$ cat src/rtl/fp_op_sequencer.sv
// fp_op_sequencer
// Runs one single-precision add/sub/mul at a time through the shared multi-cycle FP core.
// IEEE special cases (NaN, inf, zero, reserved op) are resolved locally without using the core.
// Core requests have a bounded wait: if the core never answers, a quiet NaN is returned with the timeout flag set.
//
//   state    | meaning
//   ---------+----------------------------------------------------------
//   IDLE     | in_ready=1, waiting for a request
//   CLASSIFY | operands latched; decide special case vs core issue
//   ISSUE    | core_start pulse, wait counter cleared
//   WAIT     | waiting for core_done or timeout
//   RESP     | out_valid held until out_ready

module fp_op_sequencer #(
    parameter int unsigned TIMEOUT = 64,
    parameter logic [31:0] QNAN    = 32'h7FC00000
) (
    input  logic        clk,
    input  logic        rst_n,
    input  logic        in_valid,
    output logic        in_ready,
    input  logic [31:0] in_a,
    input  logic [31:0] in_b,
    input  logic [1:0]  in_op,
    output logic        core_start,
    output logic [31:0] core_a,
    output logic [31:0] core_b,
    output logic        core_op,
    input  logic        core_done,
    input  logic [31:0] core_result,
    output logic        out_valid,
    input  logic        out_ready,
    output logic [31:0] out_result,
    output logic        out_invalid,
    output logic        out_timeout
);

    typedef enum logic [2:0] {
        S_IDLE,
        S_CLASSIFY,
        S_ISSUE,
        S_WAIT,
        S_RESP
    } state_t;

    localparam logic [7:0] CNT_LAST = 8'(TIMEOUT - 1);

    state_t      r_state;
    logic [1:0]  r_op;
    logic [7:0]  r_cnt;

    logic        w_a_sign, w_b_sign;
    logic        w_a_zero, w_b_zero;
    logic        w_a_inf,  w_b_inf;
    logic        w_a_nan,  w_b_nan;
    logic        w_special;
    logic [31:0] w_spec_res;
    logic        w_spec_inv;

    assign in_ready = (r_state == S_IDLE);

    // core_b already carries the flipped sign for sub, so classification works directly on the latched operands
    assign w_a_sign = core_a[31];
    assign w_b_sign = core_b[31];
    assign w_a_zero = (core_a[30:23] == 8'h00) && (core_a[22:0] == 23'd0);
    assign w_b_zero = (core_b[30:23] == 8'h00) && (core_b[22:0] == 23'd0);
    assign w_a_inf  = (core_a[30:23] == 8'hFF) && (core_a[22:0] == 23'd0);
    assign w_b_inf  = (core_b[30:23] == 8'hFF) && (core_b[22:0] == 23'd0);
    assign w_a_nan  = (core_a[30:23] == 8'hFF) && (core_a[22:0] != 23'd0);
    assign w_b_nan  = (core_b[30:23] == 8'hFF) && (core_b[22:0] != 23'd0);

    // Special-case resolution, rules checked in priority order
    always_comb begin
        w_special  = 1'b0;
        w_spec_res = '0;
        w_spec_inv = 1'b0;
        if (r_op == 2'd3) begin
            w_special  = 1'b1;
            w_spec_res = QNAN;
            w_spec_inv = 1'b1;
        end else if (r_op == 2'd2) begin
            if (w_a_nan || w_b_nan) begin
                w_special  = 1'b1;
                w_spec_res = QNAN;
                w_spec_inv = 1'b1;
            end else if ((w_a_inf && w_b_zero) || (w_a_zero && w_b_inf)) begin
                w_special  = 1'b1;
                w_spec_res = QNAN;
                w_spec_inv = 1'b1;
            end else if (w_a_inf || w_b_inf) begin
                w_special  = 1'b1;
                w_spec_res = {w_a_sign ^ w_b_sign, 8'hFF, 23'd0};
            end else if (w_a_zero || w_b_zero) begin
                w_special  = 1'b1;
                w_spec_res = {w_a_sign ^ w_b_sign, 31'd0};
            end
        end else begin
            if (w_a_nan || w_b_nan) begin
                w_special  = 1'b1;
                w_spec_res = QNAN;
                w_spec_inv = 1'b1;
            end else if (w_a_inf && w_b_inf && (w_a_sign != w_b_sign)) begin
                w_special  = 1'b1;
                w_spec_res = QNAN;
                w_spec_inv = 1'b1;
            end else if (w_a_inf) begin
                w_special  = 1'b1;
                w_spec_res = core_a;
            end else if (w_b_inf) begin
                w_special  = 1'b1;
                w_spec_res = core_b;
            end else if (w_a_zero && w_b_zero) begin
                w_special  = 1'b1;
                w_spec_res = {w_a_sign & w_b_sign, 31'd0};
            end else if (w_a_zero) begin
                w_special  = 1'b1;
                w_spec_res = core_b;
            end else if (w_b_zero) begin
                w_special  = 1'b1;
                w_spec_res = core_a;
            end
        end
    end

    // Sequencer FSM with registered core and response outputs
    always_ff @(posedge clk or negedge rst_n) begin
        if (!rst_n) begin
            r_state     <= S_IDLE;
            r_op        <= 2'd0;
            r_cnt       <= 8'd0;
            core_start  <= 1'b0;
            core_a      <= 32'd0;
            core_b      <= 32'd0;
            core_op     <= 1'b0;
            out_valid   <= 1'b0;
            out_result  <= 32'd0;
            out_invalid <= 1'b0;
            out_timeout <= 1'b0;
        end else begin
            core_start <= 1'b0;
            case (r_state)
                S_IDLE: begin
                    if (in_valid) begin
                        core_a  <= in_a;
                        core_b  <= (in_op == 2'd1) ? {~in_b[31], in_b[30:0]} : in_b;
                        core_op <= (in_op == 2'd2);
                        r_op    <= in_op;
                        r_state <= S_CLASSIFY;
                    end
                end
                S_CLASSIFY: begin
                    if (w_special) begin
                        out_result  <= w_spec_res;
                        out_invalid <= w_spec_inv;
                        out_timeout <= 1'b0;
                        out_valid   <= 1'b1;
                        r_state     <= S_RESP;
                    end else begin
                        core_start <= 1'b1;
                        r_cnt      <= 8'd0;
                        r_state    <= S_ISSUE;
                    end
                end
                S_ISSUE: begin
                    r_state <= S_WAIT;
                end
                S_WAIT: begin
                    if (core_done) begin
                        out_result  <= core_result;
                        out_invalid <= 1'b0;
                        out_timeout <= 1'b0;
                        out_valid   <= 1'b1;
                        r_state     <= S_RESP;
                    end else if (r_cnt == CNT_LAST) begin
                        out_result  <= QNAN;
                        out_invalid <= 1'b0;
                        out_timeout <= 1'b1;
                        out_valid   <= 1'b1;
                        r_state     <= S_RESP;
                    end else begin
                        r_cnt <= r_cnt + 8'd1;
                    end
                end
                S_RESP: begin
                    if (out_ready) begin
                        out_valid <= 1'b0;
                        r_state   <= S_IDLE;
                    end
                end
                default: r_state <= S_IDLE;
            endcase
        end
    end

endmodule

$ cat config.mk
export PLATFORM = sky130hd
export DESIGN_NAME = fp_op_sequencer
export DESIGN_NICKNAME = d
export VERILOG_FILES = /design/src/rtl/fp_op_sequencer.sv
export SDC_FILE = /design/constraint.sdc
export NUM_CORES = 1
export LEC_CHECK = 0
export BUFFER_PORTS_ARGS = -buffer_cell sky130_fd_sc_hd__clkbuf_2
export CAP_MARGIN = 20
export CORE_MARGIN = 10
export CORE_UTILIZATION = 50
export DETAILED_ROUTE_END_ITERATION = 10
export PLACE_DENSITY_LB_ADDON = 0.2
export SETUP_SLACK_MARGIN = 0.1
export SYNTH_ARGS = -nofsm -noshare
export SYNTH_HDL_FRONTEND = slang
export SYNTH_SLANG_ARGS = --single-unit
$ cat constraint.sdc
create_clock -name clk -period 3.3 [get_ports clk]
set_clock_uncertainty 0.2 [all_clocks]
set_input_delay 0 -clock clk [delete_from_list [all_inputs] [get_ports clk]]
set_output_delay 0 -clock clk [all_outputs]
set_load 0.005 [all_outputs]
Yosys cells after proc, flatten, opt, wreduce, memory -nomap -nowiden
Cells that the tools add are included.
Storage, ports and cells
  register bits: 114
  bits of input ports: 103
  output and inout bits: 102
Operators by class
  $add $sub $neg: 1
  equality and inequality tests: 19
  multiplexer cells: 61
  bitwise logic cells: 3
  reduce and logical (&&, ||, !) cells: 29
Operator list (count)
  32-bit 2-to-1 mux: 17
  32-bit case mux with 2 select lines: 1
  23-bit logical NOT: 2
  23-bit nonzero test: 2
  1-bit 2-to-1 mux: 30
  8-bit 2-to-1 mux: 3
  8-bit equality test, second input constant: 2
  8-bit logical NOT: 2
  8-bit case mux with 2 select lines: 1
  3-bit 2-to-1 mux: 5
  3-bit case mux with 5 select lines: 1
  2-bit inequality test, second input constant: 6
  1-bit logical AND: 11
  8-bit by 1-bit adder with 8-bit output, second input constant: 1
  8-bit by 6-bit equality test with 1-bit output, second input constant: 1
  4-bit AND reduction: 2
  2-bit equality test, second input constant: 3
  3-bit by 2-bit equality test with 1-bit output, second input constant: 2
  3-bit AND reduction: 2
  1-bit logical OR: 4
  1-bit case mux with 2 select lines: 2
  3-bit by 1-bit equality test with 1-bit output, second input constant: 1
  3-bit equality test, second input constant: 1
  3-bit logical NOT: 1
  other kinds (10): 10

Longest topological paths before layout
  word-level depth: 13
  gate-level depth with buffers: 9
  gate-level depth less buffers: 7

Worst setup path before layout
Ideal clock, no wire load.
  path type: register -> register
  start point: register core_b[23]
  end point: register out_result[30]
  library setup time: 153 ps
  arrival time: 2140 ps
  data required time: 2947 ps
  setup slack: 806 ps
  cell stages (with the launch flop): 7
  path through: dfrtp_1 or4_1 and4bb_1 nand2_2 a311o_1 nor2_1 a211oi_1
On the way
  word-level cells in the longest chain between the ends: 13
  elaborated cells on any way between the ends: 43
  those cells by class: 2 x eq/ne; 27 x mux; 14 x reduce/logical
Ends and longest elaborated chain
  from (decl): RTL line 27  | output logic [31:0] core_b,
  from (signal assigned): RTL line 145  | core_b <= (in_op == 2'd1) ? {~in_b[31], in_b[30:0]} : in_b;
  8-bit logical NOT: RTL line 66  | assign w_b_zero = (core_b[30:23] == 8'h00) && (core_b[22:0] == 23'd0);
  1-bit logical AND: RTL line 66
  32-bit 2-to-1 mux or 1-bit 2-to-1 mux (tied branches): RTL line 118  | end else if (w_b_zero) begin
  32-bit 2-to-1 mux or 1-bit 2-to-1 mux (tied branches): RTL line 115  | end else if (w_a_zero) begin
  32-bit 2-to-1 mux or 1-bit 2-to-1 mux (tied branches): RTL line 112  | end else if (w_a_zero && w_b_zero) begin
  32-bit 2-to-1 mux or 1-bit 2-to-1 mux (tied branches): RTL line 109  | end else if (w_b_inf) begin
  32-bit 2-to-1 mux or 1-bit 2-to-1 mux (tied branches): RTL line 106  | end else if (w_a_inf) begin
  32-bit 2-to-1 mux or 1-bit 2-to-1 mux (tied branches): RTL line 102  | end else if (w_a_inf && w_b_inf && (w_a_sign != w_b_sign)) begin
  32-bit 2-to-1 mux or 1-bit 2-to-1 mux (tied branches): RTL line 98  | if (w_a_nan || w_b_nan) begin
  32-bit 2-to-1 mux or 1-bit 2-to-1 mux (tied branches): RTL line 81  | end else if (r_op == 2'd2) begin
  32-bit 2-to-1 mux or 1-bit 2-to-1 mux (tied branches): RTL line 77  | if (r_op == 2'd3) begin
  32-bit 2-to-1 mux or 2-bit inequality test (tied branches)
  32-bit case mux with 2 select lines or 3-bit AND reduction (tied branches)
  to (signal assigned): RTL line 153  | out_result <= w_spec_res;
  to (signal assigned): RTL line 169  | out_result <= core_result;
  to (decl): RTL line 33  | output logic [31:0] out_result,
Parallel ways exist; a longest one is shown, timed or not. The select of a mux whose other input is x is not followed.
A chain may end at the register's enable or synchronous reset.

Worst setup path in the final report
  start point: register core_a[0]
  end point: register out_result[31]
On the way
  word-level cells in the longest chain between the ends: 12
  elaborated cells on any way between the ends: 42
  those cells by class: 1 x eq/ne; 26 x mux; 15 x reduce/logical
Ends and longest elaborated chain
  from (decl): RTL line 26  | output logic [31:0] core_a,
  from (signal assigned): RTL line 144  | core_a <= in_a;
  23-bit logical NOT: RTL line 65, 67
  1-bit logical AND: RTL line 65  | assign w_a_zero = (core_a[30:23] == 8'h00) && (core_a[22:0] == 23'd0);
  32-bit 2-to-1 mux, or another cell as far along: RTL line 115
  32-bit 2-to-1 mux or 1-bit 2-to-1 mux (tied branches): RTL line 112
  32-bit 2-to-1 mux or 1-bit 2-to-1 mux (tied branches): RTL line 109
  32-bit 2-to-1 mux or 1-bit 2-to-1 mux (tied branches): RTL line 106
  32-bit 2-to-1 mux or 1-bit 2-to-1 mux (tied branches): RTL line 102
  32-bit 2-to-1 mux or 1-bit 2-to-1 mux (tied branches): RTL line 98
  32-bit 2-to-1 mux or 1-bit 2-to-1 mux (tied branches): RTL line 81
  32-bit 2-to-1 mux or 1-bit 2-to-1 mux (tied branches): RTL line 77
  32-bit 2-to-1 mux or 2-bit inequality test (tied branches)
  32-bit case mux with 2 select lines or 3-bit AND reduction (tied branches)
Parallel ways exist; a longest one is shown, timed or not. The select of a mux whose other input is x is not followed.

==> results.yml <==
run_status:
  status: "finished, final reports clean"
global_route:
  grt_antenna_before_repair: 2
  gr-total-overflow: 0
  grt_util_all_layers: 0.256
  grt_pass1_wl_um: 33300
  grt_max_degree: 70
  grt_pass1_vias: 6235
drt:
  drt_iter0_drc: 527
  vias_per_cell: 6.04
  ant_nets: 0
  drt-wirelength-per-cell_um: 21.0
  post-route-drc-count: 0
  drt_wl_total_um: 20900
  drtPass1Iterations: 7
  vias: 6007
floorplanning:
  io_pins: 205
  rows: 39
  die_w_um: 127
  die_h_um: 127
  coreArea_um2: 11400
  fp.dieArea_um2: 16200
  start_util: 0.507
synthesis:
  syn_nets: 636
  seq_area_frac_synth: 0.495
  synth_ff_type: "dfrtp_1"
  syn_inst: 531
  yosys_warnings: 0
  synth-async-reset-ratio: 1.00
  synth_area_um2: 5760
  syn_area_per_cell_um2: 10.8
  yosysUniqueCellTypes: 51
  synth_edf_count: 0
  ys_ff_latch: 114
worst_setup_path:
  worstSetupStartpoint: "core_a[0]$_DFFE_PN0P_"
  r2r-start: "core_a[0]$_DFFE_PN0P_"
  cp-endpoint: "out_result[31]$_DFFE_PN0P_"
  cp.required_ns: 3.44
  r2r-end: "out_result[31]$_DFFE_PN0P_"
  r2r_slack_ns: 0.32
  crit_fanout: 24
  endpoint_kind: "flip-flop"
  critPathLaunchType: "flip-flop"
  ff2ff_path_depth: 7
  crit_type: "flip-flop to flip-flop"
  critPathArrivalTime_ns: 3.12
cts:
  cts_tree: "yes"
  clock_sinks: 114
  clkTransAtPathRegs_ns: 0.05
  clk_path_buf_depth: 2
  clockRootBuffer: "clkbuf_16"
  cts_setup_buffers: 0
  cts_buffers: 17
  cts_resized: 0
  cts_max_level: 4
  clock_latency_ns: 0.42
pwr:
  p_per_area_nw_per_um2: 871
  vdd_ir_drop_max_v: 0.000801
  power_leakage_uw: 0.00381
timing:
  min_period_ns: 2.98
  relSlewSlack: 0.508
  slew_violations: 0
  rsz0062_at_grt: "false"
  hold_viol: 0
  fmax_mhz: 335
  finalSetupTns_ns: 0
  fin_crit_sh: 0.904
  finalSetupViolations: 0
  tightest_slew_ns: 0.732
finish:
  fillers: 747
  utilization: 0.757
  fin_cells: 995
  seq_area_um2: 2850
  drive_gt1_frac: 0.380
  multiInputGateArea_um2: 2700
  nets: 941
  area_delta_synth_final_pct: 49.4
min_path:
  min_path_cells: 3
  hp-class: "input port to flip-flop"
placed_design:
  post-dp-hpwl_um: 14000
  gp_congestion: 0.896
  port_buffers: 204
  dp_cells: 855
run:
  max_cap_violations: 0
[cell families after synthesis]
kind of cell	Yosys count	share of synthesized area
AOI/OAI and AO/OA	172	0.208
xor gates and xnor gates	7	0.0106
adders and majority gates	2	0.00434
buffers and inverters	45	0.0371
DFF	114	0.495
muxes	65	0.127
and+or+nand+nor	126	0.118
[worst max-delay path: stages (launching register included)]
cell,delay [ns]
dfrtp_1,0.42
nor4_1,0.54
and4_1,0.37
and3_1,0.39
o31a_1,0.50
buf_12,0.24
o32ai_1,0.11
o22ai_1,0.12
[flip-flops by register name, summed over array words and instances (netlist names)]
| register | flops |
|---|---|
| core_a | 32 |
| core_b | 32 |
| out_result | 32 |
| r_cnt | 8 |
| r_state | 3 |
| r_op | 2 |
| core_op | 1 |
| core_start | 1 |
| out_invalid | 1 |
| out_timeout | 1 |
| out_valid | 1 |
[through the flow]
stage / instance area, um2 / total power (uW) / setup slack, ns / hold WS [ns]
floorplan: 5760 / 4120 / 0.806 / -0.496
global placement: 6930 / 5340 / 0.429 / -0.112
detailed placement: 6930 / 5450 / 0.398 / -0.102
CTS: 8600 / 7470 / 0.389 / 0.136
global route: 8600 / 7960 / 0.127 / 0.149
finish: 8600 / 7500 / 0.316 / 0.151
[cell type report]
cell class / instances / share of cell area
Antenna cell: 3 / 0.000872
Multi-Input combinational cell: 372 / 0.314
Sequential cell: 114 / 0.332
Tap cell: 143 / 0.0208
Timing Repair Buffer: 326 / 0.259
Clock inverter: 9 / 0.0148
Clock buffer: 23 / 0.0567
Inverter: 5 / 0.00218
[how the worst min path moves through the flow]
| stage | from | end | slack [ns] |
|---|---|---|---|
| after global routing | in_b[3] | core_b[3]$_DFFE_PN0P_ | 0.15 |
| after global placement | rst_n | core_start$_DFF_PN0_ | -0.11 |
| after floorplan | rst_n | core_a[0]$_DFFE_PN0P_ | -0.50 |
| after CTS | out_ready | r_state[2]$_DFFE_PN0P_ | 0.14 |
| after detailed placement | rst_n | r_cnt[6]$_DFFE_PN0P_ | -0.10 |
| final | in_a[22] | core_a[22]$_DFFE_PN0P_ | 0.15 |
[layer usage]
| metal | up-vias | GRT usage | part of all wire | wire [um] |
|---|---|---|---|---|
| li1 | 2666 | - | - | - |
| met1 | 2990 | 0.299 | 0.39 | 8230 |
| met2 | 294 | 0.418 | 0.49 | 10300 |
| met3 | 57 | 0.0835 | 0.079 | 1650 |
| met4 | 0 | 0.123 | 0.033 | 683 |
| met5 | - | 0 | 0 | 0 |
[report_power, final]
group / switching (uW) / internal, uW
clock network: 635 / 1260
registers: 744 / 2090
logic: 1370 / 1400
[what timing repair did]
action,CTS,global route
setup endpoints to repair,0,0
hold buffers,105,0
hold endpoints to repair,162,0
[layout by cell type (no fill, tap or decap), types with 9 or more instances in the layout]
master and n:
clkbuf_2 203, a21o_1 23, nand2_1 11, a21oi_1 49, dlygate4sd3_1 105, clkbuf_16 17
nand3_1 9, buf_4 16, nor2_1 45, dfrtp_1 114, o211ai_1 23, o2111ai_1 25
mux2_2 65, nor4_1 12, o22ai_1 10
[synthesized netlist by cell type (2+ instances only)]
cell	instances	area share
a21o_1	23	0.030
nand4_1	7	0.0076
a32oi_1	2	0.0030
xnor2_1	3	0.0046
mux2_2	65	0.13
a21oi_1	49	0.043
a311oi_1	2	0.0030
nor2_1	45	0.029
and2_0	2	0.0022
nor4_2	2	0.0043
nor4_1	12	0.013
or4_1	5	0.0065
inv_1	5	0.0033
xor2_1	4	0.0061
nor3_1	6	0.0052
and4_1	4	0.0061
o2111ai_1	25	0.038
and2_1	5	0.0054
and3_1	6	0.0065
o31ai_1	4	0.0052
a211oi_1	8	0.010
buf_6	4	0.0078
o22ai_1	10	0.011
nand3b_1	3	0.0039
o211ai_1	23	0.030
o211a_1	3	0.0052
o21ai_0	7	0.0061
nand3_1	9	0.0078
buf_2	9	0.0078
nor2b_1	2	0.0022
a22oi_1	8	0.010
ha_1	2	0.0043
a311o_1	2	0.0035
dfrtp_1	114	0.50
clkbuf_1	25	0.016
nand2_1	11	0.0072
Note: power is estimated with default switching activity, not from simulation.
